$ cat src/rtl/dmem_arbiter.sv
// Data-memory port arbiter: pipeline MEM stage (A) versus DMA bursts (B).
// A wins in IDLE unless B has waited MAX_WAIT cycles; B owns the port in BURST.
module dmem_arbiter #(
    parameter int MAX_WAIT    = 4,
    parameter int BEAT_STRIDE = 4
) (
    input  logic        clk,
    input  logic        rst,
    input  logic        a_req,
    input  logic        a_we,
    input  logic [2:0]  a_memlen,
    input  logic [31:0] a_addr,
    input  logic [31:0] a_wdata,
    output logic [31:0] a_rdata,
    output logic        a_stall,
    input  logic        b_req,
    input  logic        b_we,
    input  logic [2:0]  b_memlen,
    input  logic [31:0] b_addr,
    input  logic [3:0]  b_len,
    input  logic [31:0] b_wdata,
    output logic [31:0] b_rdata,
    output logic        b_ack,
    output logic        b_done,
    output logic        mem_we,
    output logic [2:0]  mem_memlen,
    output logic [31:0] mem_addr,
    output logic [31:0] mem_wdata,
    input  logic [31:0] mem_rdata
);

    localparam int SW = $clog2(MAX_WAIT + 1);

    typedef enum logic {IDLE, BURST} state_t;

    state_t        state;
    state_t        state_nxt;
    logic [SW-1:0] starve_cnt;
    logic [3:0]    beat_cnt;
    logic [3:0]    len_q;
    logic          we_q;
    logic [2:0]    memlen_q;
    logic [31:0]   burst_addr;
    logic [31:0]   beat_addr;
    logic          starved;
    logic          grant;
    logic          last_beat;

    assign starved   = (starve_cnt == SW'(MAX_WAIT));
    assign grant     = (state == IDLE) && b_req && (!a_req || starved);
    assign last_beat = (state == BURST) && (beat_cnt == len_q);
    assign beat_addr = burst_addr + (32'(BEAT_STRIDE) * {28'd0, beat_cnt});

    always_ff @(posedge clk) begin
        if (rst) begin
            state <= IDLE;
        end else begin
            state <= state_nxt;
        end
    end

    always_comb begin
        state_nxt = state;
        unique case (state)
            IDLE:    if (grant) state_nxt = BURST;
            BURST:   if (last_beat) state_nxt = IDLE;
            default: state_nxt = IDLE;
        endcase
    end

    // Burst parameters are captured at grant so B may change them freely afterwards.
    always_ff @(posedge clk) begin
        if (rst) begin
            starve_cnt <= '0;
            beat_cnt   <= '0;
            len_q      <= '0;
            we_q       <= 1'b0;
            memlen_q   <= '0;
            burst_addr <= '0;
        end else if (grant) begin
            starve_cnt <= '0;
            beat_cnt   <= '0;
            len_q      <= b_len;
            we_q       <= b_we;
            memlen_q   <= b_memlen;
            burst_addr <= b_addr;
        end else if (state == BURST) begin
            beat_cnt <= beat_cnt + 4'd1;
        end else if (!b_req) begin
            starve_cnt <= '0;
        end else if (a_req && !starved) begin
            starve_cnt <= starve_cnt + SW'(1);
        end
    end

    always_comb begin
        mem_we     = 1'b0;
        mem_memlen = a_memlen;
        mem_addr   = a_addr;
        mem_wdata  = a_wdata;
        a_rdata    = mem_rdata;
        b_rdata    = mem_rdata;
        a_stall    = 1'b0;
        b_ack      = 1'b0;
        b_done     = 1'b0;
        unique case (state)
            IDLE: begin
                mem_we = a_req && a_we && !rst;
            end
            BURST: begin
                mem_we     = we_q && !rst;
                mem_memlen = memlen_q;
                mem_addr   = beat_addr;
                mem_wdata  = b_wdata;
                a_stall    = a_req && !rst;
                b_ack      = !rst;
                b_done     = last_beat && !rst;
            end
            default: begin
                mem_we = 1'b0;
            end
        endcase
    end

endmodule

$ cat config.mk
export PLATFORM = sky130hd
export DESIGN_NAME = dmem_arbiter
export DESIGN_NICKNAME = d
export VERILOG_FILES = /design/src/rtl/dmem_arbiter.sv
export SDC_FILE = /design/constraint.sdc
export NUM_CORES = 1
export LEC_CHECK = 0
export CORE_ASPECT_RATIO = 0.5
export CORE_MARGIN = 5
export CORE_UTILIZATION = 34
export DETAILED_ROUTE_END_ITERATION = 10
export HOLD_SLACK_MARGIN = 0.08
export PLACE_DENSITY = 0.8
export SYNTH_ARGS = -nofsm -noshare
export SYNTH_HDL_FRONTEND = slang
export SYNTH_SLANG_ARGS = --single-unit
$ cat constraint.sdc
create_clock -name clk -period 2.96 [get_ports clk]
set_input_delay 0.444 -clock clk [delete_from_list [all_inputs] [get_ports clk]]
set_output_delay 0.444 -clock clk [all_outputs]
set_load 0.02 [all_outputs]
# Word-level counts from Yosys, hierarchy flattened
# Index checks and enable logic that the tools add are counted.
# totals
ff_bits	48
output_inout_bits	135
n_memories	0
wordCells	41
latchBits	0
mem_bits_ro	0
ram_bits	0
# op_classes
n_reduce_logical	15
n_div	0
eq_ne	3
magnitude_cmp	0
shift	0
add_sub_neg	3
bitwise	1
n_mux	12
mul	0
# op_table
op	count
$mux 32	2
$add 32x6->32	1
$logic_and 1x1->1	9
$mux 3	3
$mux 1	5
$add 4x1->4 const B	1
$eq 4x4->1	1
$pmux 1 s2	2
$add 3x1->3 const B	1
$eq 3x3->1 const B	1
$logic_not 1->1	3
$ne 2x1->1 const B	1
$reduce_and 2->1	1
$reduce_or 2->1	1
$logic_or 1x1->1	1
$not 1->1	1

# Depth between registers and ports, before layout
# Gate-level depths: netlist of run 1.
# logic_depth
depth_word	5
depth_mapped	8
ltp_nobuf	6

# Worst setup path after synthesis of run 1
# OpenSTA, ideal clock, no wires.
# synth_path
path_type	reg2out
startpoint	register beat_cnt[0]
endpoint	output mem_addr[28]
arrival_time_ns	2.189
path_stages_with_launch	8
path_slack_ns	0.327
path_cell_list	dfxtp_1 ha_1 fa_1 a211oi_1 or2_1 buf_6 o31ai_1 a31oi_1
# synth_between
elab_chain_len	2
# synth_lines
item	line	rtl
from (decl)	39	logic [3:0] beat_cnt;
from (signal assigned)	88	beat_cnt <= beat_cnt + 4'd1;
$add 32x6->32	52	assign beat_addr = burst_addr + (32'(BEAT_STRIDE) * {28'd0, beat_cnt});
$mux 32	106	unique case (state)
to (decl)	27	output logic [31:0] mem_addr,
# No other way between the ends.

# Worst setup path in the final report of run 1
# layout_path
startpoint	register beat_cnt[1]
endpoint	output mem_addr[31]
# Same word-level chain as after synthesis.

==> parameters.txt, run 1 <==
Parameter                              Value

Layout
  Commonest non-fill, non-tap cell in the layout ... clkdlybuf4s50_1
  Antenna diode count ... 0
  Non-filler cells in the finished layout ... 811
  Net count of the finished layout ... 849
  Highest-count cells in the layout ignoring fill and taps ... 187 x clkdlybuf4s50_1, 89 x nand2_1, 48 x a21oi_1, 45 x dfxtp_1, 42 x mux2_2
  Share of final-layout standard cells stronger than drive strength 1 ... 15.77%
  Final standard cell area without fillers ... 5982 sq um
  Growth of design area from synthesis to finish ... 54.67%

Power and ir drop
  Relative contribution of combinational cells to total power ... 36.0%
  Seq pwr share ... 33.2%
  Switch Pwr ... 0.6502 mW
  Clock group share of total power ... 30.8%
  Internal portion of total power ... 1.499 mW
  Net switching share of the total power ... 30.25%
  Power per cell area ... 359.3 nW/um^2
  Leak pwr ... 2.201 nW
  Worst VDD drop ... 0.2223 mV

Route
  Antenna-violating nets left ... 0
  Via count ... 4,192
  Topmost layer with routed signal wires ... met4
  Via density per instance ... 5.169
  Detailed Route WL ... 14.92 mm
  Drt pass-1 iters ... 4
  Average routed wire per standard cell ... 18.39 um
  Sum of met3 wire segment lengths after detailed routing ... 864 um
  Wire length on met1 ... 6.246 mm
  Met2 wire length ... 7.442 mm
  DR DRC count ... 0
  Number of DRC markers after the initial detailed-route iteration ... 203

Floorplan
  Std cell rows ... 27
  Horizontal die dimension ... 160.8 um
  Ports placed on the boundary ... 311
  Die area ... 13,740 sq um
  Chip height ... 85.42 um
  Core outline area ... 11,050 sq um
  Effective utilization at floorplan ... 35.01%

Clock tree
  Total of hold buffers inserted after clock tree synthesis ... 0
  Clock tree root buffer cell ... clkbuf_16
  Clock Latency Late Sink ... 0.29 ns
  CTS max path bufs ... 2
  H-Tree Depth ... 2
  Inserted Clock Buffers ... 5
  Clock-pin slew of the registers on the worst-case setup and hold paths ... 0.07 ns
  Clock Sinks ... 48
  TritonCTS clock tree ... yes

Worst setup path
  Crit path required time ... 2.52 ns
  Worst-path fanout max ... 10
  Kind of critical path ... reg2out
  Reg-to-reg setup timing slack ... 1.26 ns
  Startpoint of the worst register-to-register path ... state
  Element type at the critical path end ... output pin
  Terminus of the critical flop-to-flop path ... burst_addr[28]
  CP Launch Type ... flop
  Number of cells on the worst reg-to-reg path ... 5
  Data arrival time at the worst-slack endpoint ... 2.44 ns

Yosys
  Top post-synthesis cells by area ... dfxtp_1 25%, buf_4 12%, mux2_2 12%
  Predominant post-synthesis flop cell ... dfxtp_1
  Synth top area share ... 24.85%
  Part of the Yosys area used for sequential elements ... 24.85%
  Post-synthesis net count ... 693
  Yosys cell types ... 51
  Complex-gate fraction of the synthesized area ... 16.05%
  Synthesized-area fraction occupied by adder cells ... 2.782%
  Mux share of post-synthesis cell area ... 12.75%
  Async set or reset register ratio after synthesis ... 0%
  Combinational family with the most area after synthesis ... simple AND/OR/NAND/NOR gates
  Area share of and/or/nand/nor cells after synthesis ... 23.84%
  Gate count of the mapped netlist ... 509
  Largest area contributor in the netlist ... dfxtp_1
  Yosys reg bits ... 48
  Mapped cell area ... 3867 sq um
  Number of synthesis warnings ... 0
  Number of enable flip-flop cells after synthesis ... 0
  XOR/XNOR Fraction of Synth Area ... 3.170%
  Average cell area after synthesis ... 7.598 sq um

Hold path
  Number of cells on the worst hold path ... 2
  Worst hold path startpoint ... memlen_q[1]
  Worst Hold Endpoint ... memlen_q[1]
  Hold Crit Class ... reg2reg

Global route
  Via count of the first global-routing pass ... 4,131
  Maximum number of pins on one net before global-route repair ... 59
  Wire length of the first global-routing pass ... 22.36 mm
  Number of antenna violations at the first check in global routing ... 0
  GRT Resource Usage Total ... 20.04%
  Total congestion overflow after global routing ... 0

STA
  Min Tclk post-route ... 2.885 ns
  Pins Over Slew Limit ... 0
  Final setup skew ... 0.005449 ns
  Transition time of the tightest slew-check pin ... 0.5180 ns
  Worst relative slew slack ... 65.47%
  Endpoints failing hold ... 0
  Unrepaired setup endpoints after global routing ... false
  Number of failing setup endpoints in the final timing report ... 0
  Post-route clock period utilization ... 97.46%
  Max Fclk ... 346.6 MHz

Placed design
  Total cell area at the placement stage ... 5826 sq um
  Detailed placement HPWL ... 12.00 mm
  Input/output buffers ... 214
  Final weighted congestion in routability-driven placement ... 0.7913
  Number of cells after detailed placement ... 802

Job
  Number of max-cap violations ... 0

Outcome
  Run status ... completed
## registers in the layout, summed over array words and instances, names as in the netlist
name,count
memlen_q,3
len_q,4
burst_addr,32
we_q,1
beat_cnt,4
state,1
starve_cnt,3
## how the worst max path moves through the flow
stage,from,end
2_1_floorplan,beat_cnt[0],mem_addr[28]
3_3_place_gp,beat_cnt[0],mem_addr[24]
3_5_place_dp,burst_addr[2],mem_addr[24]
4_1_cts,burst_addr[2],mem_addr[24]
5_1_grt,beat_cnt[2],mem_addr[31]
6_report,beat_cnt[1],mem_addr[31]
## final cells by class
cell class / instances / area [sq um]
repair buffers: 245 / 2337
multi-input cells: 358 / 2298
inverters: 7 / 26.28
clock buffers: 5 / 125.1
clock inverters: 3 / 46.29
fillers: 985 / 5065
well taps: 145 / 181.4
flip-flops and latches: 48 / 967.2
## routing by layer
layer | global-route usage [%] | vias to the layer above
met5 | 1.049 | -
met4 | 5.650 | 0
met3 | 4.415 | 31
met2 | 35.17 | 127
met1 | 24.86 | 1987
li1 | - | 2047
## power groups by stage
stage | clock, mW | sequential [mW] | combinational [mW]
2_1_floorplan | 0 | 0.716 | 0.478
3_3_place_gp | 0 | 0.724 | 0.790
3_5_place_dp | 0 | 0.725 | 0.799
4_1_cts | 0.666 | 0.711 | 0.778
5_1_grt | 0.696 | 0.719 | 0.820
6_report | 0.663 | 0.713 | 0.774
## synth_stat cells, types with 7 or more instances
cell type	number
buf_1	7
nand4_1	10
o31ai_1	11
ha_1	7
nand2_1	89
dfxtp_1	48
xnor2_1	8
or4_1	13
a31oi_1	19
clkbuf_1	19
mux2_2	42
a21oi_1	49
buf_4	64
nor2_1	27
nand3_1	11
inv_1	7
## cells by family (layout without fill, tap and decap cells)
group | after synthesis | count (layout)
AOI/OAI and AO/OA | 103 | 103
adders and majority gates | 8 | 8
xor gates and xnor gates | 14 | 14
and+or+nand+nor | 189 | 189
DFF | 48 | 48
buffers and inverters | 103 | 260
muxes | 44 | 44
## worst max-delay path, cell delays in order (launching register included)
cell           delay, ns
dfxtp_1             0.34
buf_4               0.16
ha_1                0.29
a21oi_2             0.07
a2bb2oi_2           0.18
buf_4               0.19
or4_1               0.46
nand3_1             0.09
dlygate4sd2_1       0.36
## repair_timing
action                                 CTS  global route
gates resized for setup                 44            27
setup buffers                            0             1
endpoints found under the hold margin    0             0
pin swaps                                0             2
setup endpoints to repair               26            15
## through the flow
step	util, %	setup TNS, ns	worst slack (ns)	hold WS, ns	power, mW
after floorplan	-	0	0.3271	0.4329	1.194
after global placement	52.74	-0.1062	-0.06681	0.4400	1.514
after detailed placement	52.74	-0.3337	-0.1009	0.4475	1.525
after CTS	54.15	-0.2551	-0.1318	0.4569	2.155
after global routing	54.15	0	0.005047	0.4766	2.235
final	54.15	0	0.07513	0.4570	2.149
(Power assumes the default switching activity.)
==> run 2: changes to the inputs <==
CTS_CLUSTER_DIAMETER = 50   (was unset)
==> results of run 2 <==
The final DEF is identical to that of run 1; final timing and power are the same.
==> run 3: changes to the inputs <==
CTS_CLUSTER_DIAMETER = unset   (was 50)
==> results of run 3 <==
The final DEF is identical to that of run 1; final timing and power are the same.
==> patch 1: new RTL, settings of run 2 <==
`MAX_WAIT`: 4 -> 8.
--- a/src/rtl/dmem_arbiter.sv
+++ b/src/rtl/dmem_arbiter.sv
@@ -3,3 +3,3 @@
 module dmem_arbiter #(
-    parameter int MAX_WAIT    = 4,
+    parameter int MAX_WAIT    = 8,
     parameter int BEAT_STRIDE = 4
Check against the original RTL: same outputs for any inputs over 4 cycles, from zero or initial values and one cycle with rst high; that may be too few to reach the edited logic, so the function may still have changed.
==> patch 1 against run 2 <==
Die area grew 1.9%; highest routed layer unchanged; area after synthesis increased by 2.1%; largest cell class unchanged; wire length grew 4.0%; power increased by 5.8%; design area increased by 6.2%; worst setup slack gained 5.4 ps; via count rose by 7.3%; sequential cell count is 1 higher.
==> patch 1: results (changes against run 2) <==
| Metric | Value |
|---|---|
| Worst Reg2Reg Path Length in Cells | 4 (-1) |
| Routability cong. | 0.848 (+7.2%) |
| Leakage | 2.37 nW (+7.6%) |
| Asr flop ratio synth | 0% (unchanged) |
| Syn_area_per_cell | 7.52 um2 (-1.0%) |
| Reg with most FFs | burst_addr |
| Critical path fanouts, max | 6 (-4) |
| Iteration-0 DRC Markers | 349 (+72%) |
| Share of cells above drive strength 1 | 20.3% (+4.5 points) |
| GRT Total Usage | 20.1% (+0.032 points) |
| VDD IR-drop max | 0.000325 V (+46%) |
| R2R Path End | starve_cnt[2] |
| Placed cells | 848 (+5.7%) |
| CP startpoint | beat_cnt[0] |
| Register area share after synthesis | 24.8% (about the same) |
| Count of different cell masters after synthesis | 49 (-3.9%) |
| Filler instances | 983 (-0.20%) |
| Antenna cells | 0 (unchanged) |
| Routed wire length | 15500 um (+4.0%) |
| Largest net degree at the start of global routing | 62 (+5.1%) |
| Area contributors post-synth | dfxtp_1 25%, buf_4 12%, mux2_2 12% |
| Wire per inst | 17.9 um (-2.5%) |
| Buffers on Ports | 214 (unchanged) |
| HP Start | burst_addr[0] |
| Slew @ Worst Pin | 490 ps (-27.7 ps) |
| Worst Hold End | burst_addr[0] |
| H-Tree Depth | 2 (unchanged) |
| Final Skew | 6.65 ps (+1.20 ps) |
| Nets | 889 (+4.7%) |
| Top post-synthesis cells by count | 97 x nand2_1, 64 x buf_4, 50 x a21oi_1 |
| Grt total ovfl | 0 (unchanged) |
| Status | complete, no violations |
| Initial DRT Pass Iterations | 5 (+1) |
| Post-synth net total | 709 (+2.3%) |
| Reg2Reg Setup Slack | 960 ps (-300 ps) |
| First-pass GRT wire length | 22700 um (+1.7%) |
| Vias per Instance | 5.20 (+0.60%) |
| Vias in the first global route | 4483 (+8.5%) |
| Hpwl dp | 12100 um (+0.43%) |
-- patch 1: cell types whose count changed after synthesis, moves of 4 or more --
cell and delta:
nand4b_1 +4, nor4_1 +4, nand2_1 +8, nand4_1 -4, inv_1 +5, nor2b_1 -4
and4_1 -5, nor2_1 +8, o41ai_1 +5
-- patch 1: worst max path at each step --
| stage | slack, ps | endpoint |
|---|---|---|
| after global placement | -30 | mem_addr[23] |
| after CTS | -150 | mem_addr[23] |
| after floorplan | 270 | mem_addr[11] |
| after global routing | -4 | mem_addr[12] |
| after detailed placement | -80 | mem_addr[19] |
| final | 80 | mem_addr[6] |
-- patch 1: cell families (layout without fill, tap and decap cells) --
group	after synthesis	after routing	share of synthesized area [%]
and+or+nand+nor	193	195	23.2
buffers and inverters	110	289	17.0
AOI/OAI and AO/OA	109	109	17.2
DFF	49	49	24.8
muxes	42	42	11.9
xor gates and xnor gates	14	14	3.11
adders and majority gates	8	8	2.73
-- patch 1: critical path, stage by stage (launching register included) --
cell and delay (ps):
dfxtp_1 310, ha_1 230, fa_1 410, buf_4 170, a21o_1 180, a21o_1 200
buf_4 160, nor2_1 80, o2bb2ai_1 70, dlygate4sd2_1 330
-- patch 1: power by group --
group / internal, mW / total (mW) / switching (mW)
clock: 0.487 / 0.755 / 0.268
sequential: 0.691 / 0.722 / 0.0317
combinational: 0.435 / 0.797 / 0.362
total: 1.61 / 2.28 / 0.662
-- patch 1: area by class of cell --
cell class	count	area, um2	share of cell area, %
clock buffer	5	125	1.97
tap	159	199	3.13
sequential	49	991	15.6
timing repair buffer	269	2530	39.8
inverter	12	45.0	0.709
multi-input combinational	368	2400	37.7
clock inverter	3	68.8	1.08
-- patch 1: per-stage QoR --
stage	hold WS [ps]	instance area (um2)	worst slack, ps
finish	455	6350	80.6
global route	481	6350	-4.32
CTS	457	6330	-147
detailed placement	447	6090	-78.6
global placement	443	6090	-28.3
floorplan	433	3950	273
-- patch 1: metal layers --
layer / vias to the layer above / GRT usage, % / wire length (um)
met4: 0 / 7.21 / 387
met2: 210 / 37.3 / 8110
met5: - / 0 / 0
li1: 2148 / - / -
met3: 44 / 5.23 / 1150
met1: 2096 / 22.4 / 5860
-- patch 1: timing repair --
action | CTS | global route
pin swaps | 1 | 2
resized for setup | 47 | 51
gates cloned | 0 | 2
setup buffers | 7 | 0
setup endpoints to repair | 25 | 23
==> patch 2: new RTL, settings of run 2 <==
Made on the original files. Reset style: asynchronous (`rst`), changed in 2 clocked blocks.
--- a/src/rtl/dmem_arbiter.sv
+++ b/src/rtl/dmem_arbiter.sv
@@ -53,3 +53,3 @@
 
-    always_ff @(posedge clk) begin
+    always_ff @(posedge clk or posedge rst) begin
         if (rst) begin
@@ -71,3 +71,3 @@
     // Burst parameters are captured at grant so B may change them freely afterwards.
-    always_ff @(posedge clk) begin
+    always_ff @(posedge clk or posedge rst) begin
         if (rst) begin
Function: differs if rst is asserted again (counterexample within 4 cycles, from zero or initial values and one cycle with rst high); with rst held inactive, the same outputs for 4 cycles.
==> patch 2 against run 2 <==
Area after synthesis rose by 2.3%; design area rose by 3.4%; hold slack gained 46 ps; synthesized cell count down 17%; count of clock-buffer cells in the layout stayed put; non-clock buffer count grew 11; wire length is 7.7% higher; worst setup slack lost 43 ps; sequential cell count unchanged; critical path type unchanged.
Power is not compared: it rests on default switching activity, and its combinational part moved more than twofold at a synthesized area within 25%.
==> patch 2: results (changes against run 2) <==
| Metric | Value |
|---|---|
| Slew @ Worst Pin | 496 ps (-22.5 ps) |
| M1 WL | 6400 um (+2.5%) |
| GRT Total Usage | 21.1% (+1.1 points) |
| Top post-synthesis cells by count | 78 x mux2_2, 64 x buf_4, 48 x dfrtp_1 |
| Synth Instances | 420 (-17%) |
| Clk Latency, worst-skew pair | 300 ps |
| Worst slack at placement | -16.5 ps (+84.4 ps) |
| Nets | 778 (-8.4%) |
| VDD IR-drop max | 0.000402 V |
| Placed cells | 745 (-7.1%) |
| Routed wire length | 16100 um (+7.7%) |
| WL met2 | 8150 um (+9.5%) |
| Iteration-0 DRC Markers | 363 (+79%) |
| Synth Area in Adders | 2.72% (-0.062 points) |
| Slowest Stage Delay on Critical Path | 390 ps (-70 ps) |
| Final Skew | 4.79 ps (-0.659 ps) |
| Mux share of post-synthesis cell area | 22.5% (+9.7 points) |
| Vias in the first global route | 3951 (-4.4%) |
| F_max | 342 MHz (-1.5%) |
| Vias per Instance | 5.12 (-1.0%) |
| First-pass GRT wire length | 23100 um (+3.2%) |
| Met3 routed WL | 1310 um (+52%) |
| Hold WS | 503 ps (+46.3 ps) |
| Post-synth net total | 604 (-13%) |
| Register area share after synthesis | 30.4% (+5.5 points) |
| Share of cells above drive strength 1 | 26.7% (+11 points) |
| Count of different cell masters after synthesis | 46 (-9.8%) |
| Arr. time, crit path | 2480 ps (+40 ps) |
| Xor/xnor cell area share of the yosys netlist | 2.21% (-0.96 points) |
| Critical path's slowest cell | dfrtp_1 |
| Area contributors post-synth | dfrtp_1 30%, mux2_2 22%, buf_4 12% |
| Post-DP Area | 6080 um2 (+4.3%) |
| CTS Buf Count | 5 (unchanged) |
| CTS max path bufs | 2 (unchanged) |
| Critical path fanouts, max | 2 (-8) |
| Routability cong. | 0.843 (+6.6%) |
| Asr flop ratio synth | 100% (+100 points) |
| Status | complete, no violations |
| Largest net degree at the start of global routing | 75 (+27%) |
| Wire per inst | 21.3 um (+16%) |
| Top delay family on crit path | adder cells |
| Reg2Reg Setup Slack | 1030 ps (-230 ps) |
| Synth Area in Compound Gates | 10.9% (-5.1 points) |
[patch 2: cell count changes after synthesis, sizes merged, moves of 6 or more]
cell   change
nand2     -71
dfrtp     +48
dfxtp     -48
a21oi     -44
mux2      +36
buf        -6
[patch 2: area by class of cell]
type	count	area, um2
Clock inverter	3	42.5
Inverter	9	33.8
Sequential cell	48	1200
Clock buffer	5	125
Timing Repair Buffer	256	2410
Fill cell	957	4990
Tap cell	159	199
Multi-Input combinational cell	274	2170
[patch 2: worst paths after layout]
path	startpoint	to	cells past startpoint
min reg2reg	starve_cnt[2]	starve_cnt[2]	1
min	starve_cnt[2]	starve_cnt[2]	1
min in group asynchronous	rst	burst_addr[30]	2
max	beat_cnt[0]	mem_addr[10]	8
max reg2reg	state	burst_addr[5]	4
max in group asynchronous	rst	burst_addr[3]	3
[patch 2: metal layers]
| layer | vias up | track usage, % |
|---|---|---|
| met5 | - | 0 |
| li1 | 1817 | - |
| met3 | 19 | 6.13 |
| met1 | 1872 | 25.7 |
| met4 | 0 | 4.41 |
| met2 | 150 | 37.6 |
[patch 2: what timing repair did]
action	CTS	global route
resized for setup	59	30
setup endpoints to repair	26	25
pin swaps	0	3
buffers inserted	0	1
[patch 2: cells by family (layout without fill, tap and decap cells)]
kind of cell | after synthesis | count (layout)
adders and majority gates | 8 | 8
and+or+nand+nor | 111 | 111
AOI/OAI and AO/OA | 66 | 66
DFF | 48 | 48
buffers and inverters | 98 | 273
muxes | 79 | 79
xor gates and xnor gates | 10 | 10
[patch 2: where the power goes]
| part | switching (mW) | total, mW | leakage (nW) | internal, mW |
|---|---|---|---|---|
| registers | 0.249 | 1.23 | 0.577 | 0.985 |
| clock network | 0.262 | 0.660 | 0.0798 | 0.397 |
| logic | 2.20 | 4.29 | 1.79 | 2.09 |
| total | 2.71 | 6.18 | 2.45 | 3.47 |
